===== config.mk =====
export PLATFORM = sky130hd
export DESIGN_NAME = game_session_ctrl
export DESIGN_NICKNAME = d
export VERILOG_FILES = /design/src/rtl/game_session_ctrl.sv
export SDC_FILE = /design/constraint.sdc
export NUM_CORES = 1
export LEC_CHECK = 0
export CAP_MARGIN = 20
export CORE_ASPECT_RATIO = 1.2
export CORE_UTILIZATION = 50
export CTS_BUF_LIST = sky130_fd_sc_hd__clkbuf_16
export DETAILED_ROUTE_END_ITERATION = 10
export GPL_ROUTABILITY_DRIVEN = 0
export PLACE_DENSITY = 0.76
export SYNTH_ARGS = -nofsm -noshare
export SYNTH_HDL_FRONTEND = slang
export SYNTH_SLANG_ARGS = --single-unit
export TNS_END_PERCENT = 5

===== constraint.sdc =====
create_clock -name CLOCK_50 -period 2.9 [get_ports CLOCK_50]
set_input_delay 0.58 -clock CLOCK_50 [delete_from_list [all_inputs] [get_ports CLOCK_50]]
set_output_delay 0.58 -clock CLOCK_50 [all_outputs]
set_load 0.03 [all_outputs]

===== src/rtl/game_session_ctrl.sv =====
// Credit-based game session sequencer: counts paid credits, arms on master-code load,
// starts a game on a synchronized start-button edge and holds in OVER before re-arming.
module game_session_ctrl #(
    parameter int MAX_CREDITS = 7,
    parameter int HOLD_CYCLES = 4
) (
    input  logic       CLOCK_50,
    input  logic       reset,
    input  logic       drop,
    input  logic       startButton,
    input  logic       masterLoaded,
    input  logic       gameOver,
    output logic       startGameNow,
    output logic       gamePlaying,
    output logic       ready,
    output logic [3:0] NumGames,
    output logic       creditFull
);

    // state | meaning
    // IDLE  | no credit or no master code; cannot start
    // ARMED | credit and master code present; waiting for a start edge
    // PLAY  | game running until gameOver
    // OVER  | post-game hold for HOLD_CYCLES cycles
    typedef enum logic [1:0] {
        IDLE  = 2'd0,
        ARMED = 2'd1,
        PLAY  = 2'd2,
        OVER  = 2'd3
    } state_t;

    localparam logic [3:0] LP_MAX       = 4'(MAX_CREDITS);
    localparam logic [7:0] LP_HOLD_LOAD = 8'(HOLD_CYCLES - 1);

    state_t     r_state;
    state_t     w_next_state;
    logic [7:0] r_hold_cnt;
    logic [3:0] r_num_games;
    logic       r_sync1;
    logic       r_sync2;
    logic       r_sync2_d;
    logic [2:0] r_vld;
    logic       r_start_edge;
    logic       w_start;

    // r_vld keeps reset-forced zeros in the sync chain from looking like a released button,
    // so a button already held at reset release never produces an edge.
    always_ff @(posedge CLOCK_50) begin
        if (reset) begin
            r_sync1      <= 1'b0;
            r_sync2      <= 1'b0;
            r_sync2_d    <= 1'b0;
            r_vld        <= 3'b000;
            r_start_edge <= 1'b0;
        end else begin
            r_sync1      <= startButton;
            r_sync2      <= r_sync1;
            r_sync2_d    <= r_sync2;
            r_vld        <= {r_vld[1:0], 1'b1};
            r_start_edge <= r_sync2 & ~r_sync2_d & r_vld[2];
        end
    end

    always_ff @(posedge CLOCK_50) begin
        if (reset) begin
            r_state <= IDLE;
        end else begin
            r_state <= w_next_state;
        end
    end

    always_comb begin
        w_next_state = r_state;
        w_start      = 1'b0;
        case (r_state)
            IDLE: begin
                if (r_num_games != 4'd0 && masterLoaded) begin
                    w_next_state = ARMED;
                end
            end
            ARMED: begin
                if (r_num_games == 4'd0 || !masterLoaded) begin
                    w_next_state = IDLE;
                end else if (r_start_edge) begin
                    w_next_state = PLAY;
                    w_start      = 1'b1;
                end
            end
            PLAY: begin
                if (gameOver) begin
                    w_next_state = OVER;
                end
            end
            OVER: begin
                if (r_hold_cnt == 8'd0) begin
                    w_next_state = IDLE;
                end
            end
            default: w_next_state = IDLE;
        endcase
    end

    always_ff @(posedge CLOCK_50) begin
        if (reset) begin
            r_hold_cnt <= 8'd0;
        end else if (r_state == PLAY && gameOver) begin
            r_hold_cnt <= LP_HOLD_LOAD;
        end else if (r_state == OVER && r_hold_cnt != 8'd0) begin
            r_hold_cnt <= r_hold_cnt - 8'd1;
        end
    end

    // A drop coinciding with a start cancels the start's decrement unless the counter is full.
    always_ff @(posedge CLOCK_50) begin
        if (reset) begin
            r_num_games <= 4'd0;
        end else begin
            case ({drop, w_start})
                2'b01: r_num_games <= r_num_games - 4'd1;
                2'b10: if (r_num_games < LP_MAX) r_num_games <= r_num_games + 4'd1;
                2'b11: if (r_num_games >= LP_MAX) r_num_games <= r_num_games - 4'd1;
                default: r_num_games <= r_num_games;
            endcase
        end
    end

    assign startGameNow = w_start;
    assign gamePlaying  = (r_state == PLAY);
    assign ready        = (r_state == ARMED);
    assign NumGames     = r_num_games;
    assign creditFull   = (r_num_games == LP_MAX);

endmodule


* After elaboration in Yosys (flattened, before gate mapping)
Index checks and enable logic that the tools add are counted.
** Operators by class
- $add $sub $neg :: 3
- Multiply operators :: 0
- Div/mod/pow operators :: 0
- Magnitude comparators :: 2
- Equality and inequality tests :: 13
- Shift-type cells :: 0
- Muxes and demuxes :: 15
- Bitwise gates (word level) :: 3
- Reduce and logical (&&, ||, !) cells :: 15
** Operators by type and width (number)
- two-way mux 2 bit :: 7
- case mux 4 bit (3 select lines) :: 1
- != test 2 bit (second input constant) :: 5
- equality test 2 bit (second input constant) :: 4
- logical NOT 8 bit :: 1
- two-way mux 4 bit :: 2
- case mux 2 bit (4 select lines) :: 1
- nonzero test 8 bit :: 1
- subtractor 8 x 1 -> 8 bit (second input constant) :: 1
- adder 4 x 1 -> 4 bit (second input constant) :: 1
- equality test 2 x 1 -> 1 bit (second input constant) :: 2
- equality test 4 x 3 -> 1 bit (second input constant) :: 1
- greater-or-equal comparator 4 x 3 -> 1 bit (second input constant) :: 1
- logical NOT 4 bit :: 1
- < comparator 4 x 3 -> 1 bit (second input constant) :: 1
- two-way mux 1 bit :: 4
- AND reduction 4 bit :: 1
- nonzero test 4 bit :: 1
- subtractor 4 x 1 -> 4 bit (second input constant) :: 1
- logical AND 1 bit :: 3
- != test 3 x 1 -> 1 bit (second input constant) :: 1
- AND reduction 3 bit :: 1
- nonzero test 3 bit :: 1
- bitwise AND 1 bit :: 2
- 6 further kinds :: 6
** Word-level totals
- Register bits :: 21
- Latch bits :: 0
- Memory bits (writable) :: 0
- Memory bits (read-only) :: 0
- Bits of input ports :: 6
- Output and inout port bits :: 8
- Memories :: 0

* Logic depth before layout (Yosys ltp)
- Depth in word-level cells :: 7
- Mapped depth :: 8

* Least setup slack after synthesis
OpenSTA, ideal clock, no wires.
- Path kind :: flip-flop to flip-flop
- Start :: register r_num_games[0], in the netlist NumGames[0]
- End :: register r_num_games[3], in the netlist NumGames[3]
- Data arrival time :: 2.207 ns
- Required time :: 2.780 ns
- Path slack :: 0.574 ns
- Cell stages (with the launch flop) :: 9
- Path buffers :: 0
- Clock period less this slack :: 2.326 ns
- Path through :: dfxtp_1 > nor4_2 > or3_4 > nand2_1 > ha_1 > a21o_1 > a21oi_1 > nor3_1 > o31a_1
** On the way
- Word-level cells in the longest chain between the ends :: 7
** RTL lines
- from (decl) :: line 38 : logic [3:0] r_num_games;
- from (signal assigned) :: line 119 : 2'b01: r_num_games <= r_num_games - 4'd1;
- from (signal assigned) :: line 120 : 2'b10: if (r_num_games < LP_MAX) r_num_games <= r_num_games + 4'd1;
- from (signal assigned) :: line 121 : 2'b11: if (r_num_games >= LP_MAX) r_num_games <= r_num_games - 4'd1;
- logical NOT 4 bit :: line 82 : if (r_num_games == 4'd0 || !masterLoaded) begin
- logical OR 1 bit :: line 82
- two-way mux 1 bit :: line 82
- two-way mux 1 bit :: line 75 : case (r_state)
- equality test 2 bit or equality test 2 x 1 -> 1 bit (tied branches) :: line 118 : case ({drop, w_start})
- != test 2 bit (no source line) or nonzero test 3 bit (tied branches)
- AND reduction 3 bit (no source line)
Several ways; a longest one is shown, not always the timed one. The select of a mux whose other input is x is not followed.
A chain may end at the register's enable or synchronous reset.

* Worst setup path in the final report
- Start :: input masterLoaded
- End :: output startGameNow
** On the way
- Word-level cells in the longest chain between the ends :: 4
** RTL lines
- from (decl) :: line 11 : input logic masterLoaded,
- logical NOT 1 bit :: line 82
- logical OR 1 bit :: line 82
- two-way mux 1 bit :: line 82
- two-way mux 1 bit :: line 75
- to (decl) :: line 13 : output logic startGameNow,
No other way between the ends.

==> run metrics <==
status complete, no violations; Worst Skew 0.00132 ns; Fill cells 157; number of port buffers 13; Reg area 420 sq um; wire per inst 13.2 microns; setup ws final 0.115 ns; Via density 5.64; area share of the largest cell type after synthesis 39.7%; Post-CTS Hold Buffers 0; H-tree Lvls 1; R2R depth 8; Die Area 2310 sq um; min Tclk post-route 2.79 ns; EDFF count, synth 0; clk slew on worst S/H paths 0.06 ns; total power draw 736 uW; worst hold path type register to register; share of cells above drive strength 1 11.8%; met1 wire length 790 microns; largest net degree at the start of global routing 13; fmax 0.359 GHz; final worst path period share 96.0%; vias in the first global route 790; Seq cells post-synth 21; Hold EP r_vld[1]; WS Path Type primary input to primary output; CTS tree done; worst slew pin tran 0.415 ns; final wirelength 1920 microns; setup_tns 0 ns; Multi-input gate area 613 sq um; initial antenna violation count 0; Fin. Hold Viols 0; DR WL met3 26 microns; Critical Path Sink Type primary output; first-pass GRT wire length 3200 microns; Hold Path Stages 1; FF-to-FF End NumGames[3]; DRT iter0 DRCs 10; post-synthesis sequential area ratio 39.7%; Initial Util 55.4%; GRT Resource Usage Total 19.1%; DP HPWL 1480 microns; number of buffers created by CTS 3; Skew-Pair Late Insertion Delay 0.25 ns; leak pwr 0.000541 uW; worst-path maximum fanout 3; final antenna-violating net count 0; Inserted Diodes 0; highest metal used met4; row cnt 17; post-synth top area cell dfxtp_1; Avg Cell Area, Syn 9.63 sq um; Main synth FF type dfxtp_1; worst slack at placement 0.106 ns; Area after DPL 1220 sq um; Die Y 52.4 microns; Power Density 567 nW/um^2; final setup vio count 0; die width 44.0 microns; Area Overhead vs Synth 22.4%; CTS Sinks 21; clock root cell clkbuf_16; Max-cap violations 0; crit path DAT 2.21 ns; fin nets 139; Worst Setup Start Kind primary input; Req. time, crit path 2.32 ns; relative slew slack 72.2%; I/O pins 14; Post-synth ARST share 0%; drt drc 0; reg2reg start NumGames[0]; Post-CTS Setup Repair Bufs 0; grt ovf 0; RSZ-0062 raised after global routing false; Pins Over Slew Limit 0; hold_sp r_vld[0]; Peak VDD IR 495 uV; Yosys warnings 0; CTS Buffer Depth 2; Syn Nets 121; Routed met2 length 1090 microns; Synth Instances 110; post-route cell area 1300 sq um; Distinct cells, synth 42; core area 1910 sq um; Synth area leaders dfxtp_1 40%, ha_1 4.7%, nor2b_1 4.7%; Post-Syn Area 1060 sq um; DR pass1 iterations 4; flop-to-flop setup slack 0.53 ns; Resize count post-CTS 0; Via Count 823
cell families after synthesis:
family                     Yosys count  synth area share [%]
and+or+nand+nor                     52                  29.0
DFF                                 21                  39.7
AOI/OAI and AO/OA                   13                  9.56
xor gates and xnor gates             8                  8.38
buffers and inverters                7                  2.48
adders and majority gates            5                  6.61
muxes                                4                  4.25
synth_stat cells (2+ instances only):
library cell   n
dfxtp_1       21
nand2_1       13
nor2_1        11
nor2b_1        8
inv_1          5
xor2_1         5
ha_1           4
mux2i_1        3
a211oi_1       2
a21oi_1        2
a221oi_1       2
nand3_1        2
nand4_1        2
xnor2_1        2
critical path, cell delays in order:
cell and delay (ns):
clkdlybuf4s50_1 0.45, nand2b_1 0.07, or3_4 0.38, inv_2 0.07, clkdlybuf4s50_1 0.66
sequential cells by signal (all words and copies together) (netlist names), named ones only:
register      count
NumGames          4
r_hold_cnt        8
r_start_edge      1
r_state           1
r_sync1           1
r_sync2           1
r_sync2_d         1
r_vld             3
through the flow:
stage | hold slack (ns) | cells | utilization, %
3_5_place_dp | 0.429 | 142 | 63.6
5_1_grt | 0.459 | 146 | 67.8
4_1_cts | 0.443 | 146 | 67.8
6_report | 0.435 | 146 | 67.8
2_1_floorplan | 0.414 | 110 | -
3_3_place_gp | 0.422 | 142 | 63.6
worst max-delay path by stage:
stage | to | slack (ns) | startpoint
2_1_floorplan | NumGames[3] | 0.57 | NumGames[0]
3_3_place_gp | startGameNow | 0.12 | masterLoaded
3_5_place_dp | startGameNow | 0.11 | masterLoaded
4_1_cts | startGameNow | 0.11 | masterLoaded
5_1_grt | startGameNow | 0.05 | masterLoaded
6_report | startGameNow | 0.11 | masterLoaded
power by group:
part	total, uW	switching [uW]	internal [uW]
Clock	283	98.6	185
Sequential	325	21.2	304
Combinational	127	64.6	62.8
metal layers:
layer	vias up	global-route usage (%)
met4	0	8.08
met1	395	19.8
met3	2	3.10
li1	420	-
met5	-	0
met2	6	36.5
layout make-up:
cell class	instances	area share [%]
Clock inverter	1	0.386
Clock buffer	3	5.79
Sequential cell	21	32.4
Tap cell	19	1.83
Multi-Input combinational cell	82	47.3
Inverter	6	1.74
Timing Repair Buffer	14	10.6
layout by cell type, fill, tap and decap left out, types with 2 or more instances in the layout:
cell type	Yosys	routed
nand2_1	13	13
clkdlybuf4s50_1	0	13
nand4_1	2	2
xor2_1	5	5
nor2b_1	8	8
a221oi_1	2	2
clkbuf_16	0	3
dfxtp_1	21	21
mux2i_1	3	3
a211oi_1	2	2
nor2_1	11	11
xnor2_1	2	2
nand3_1	2	2
inv_1	5	5
a21oi_1	2	2
ha_1	4	4
No activity file was read; power rests on OpenSTA's default activity.
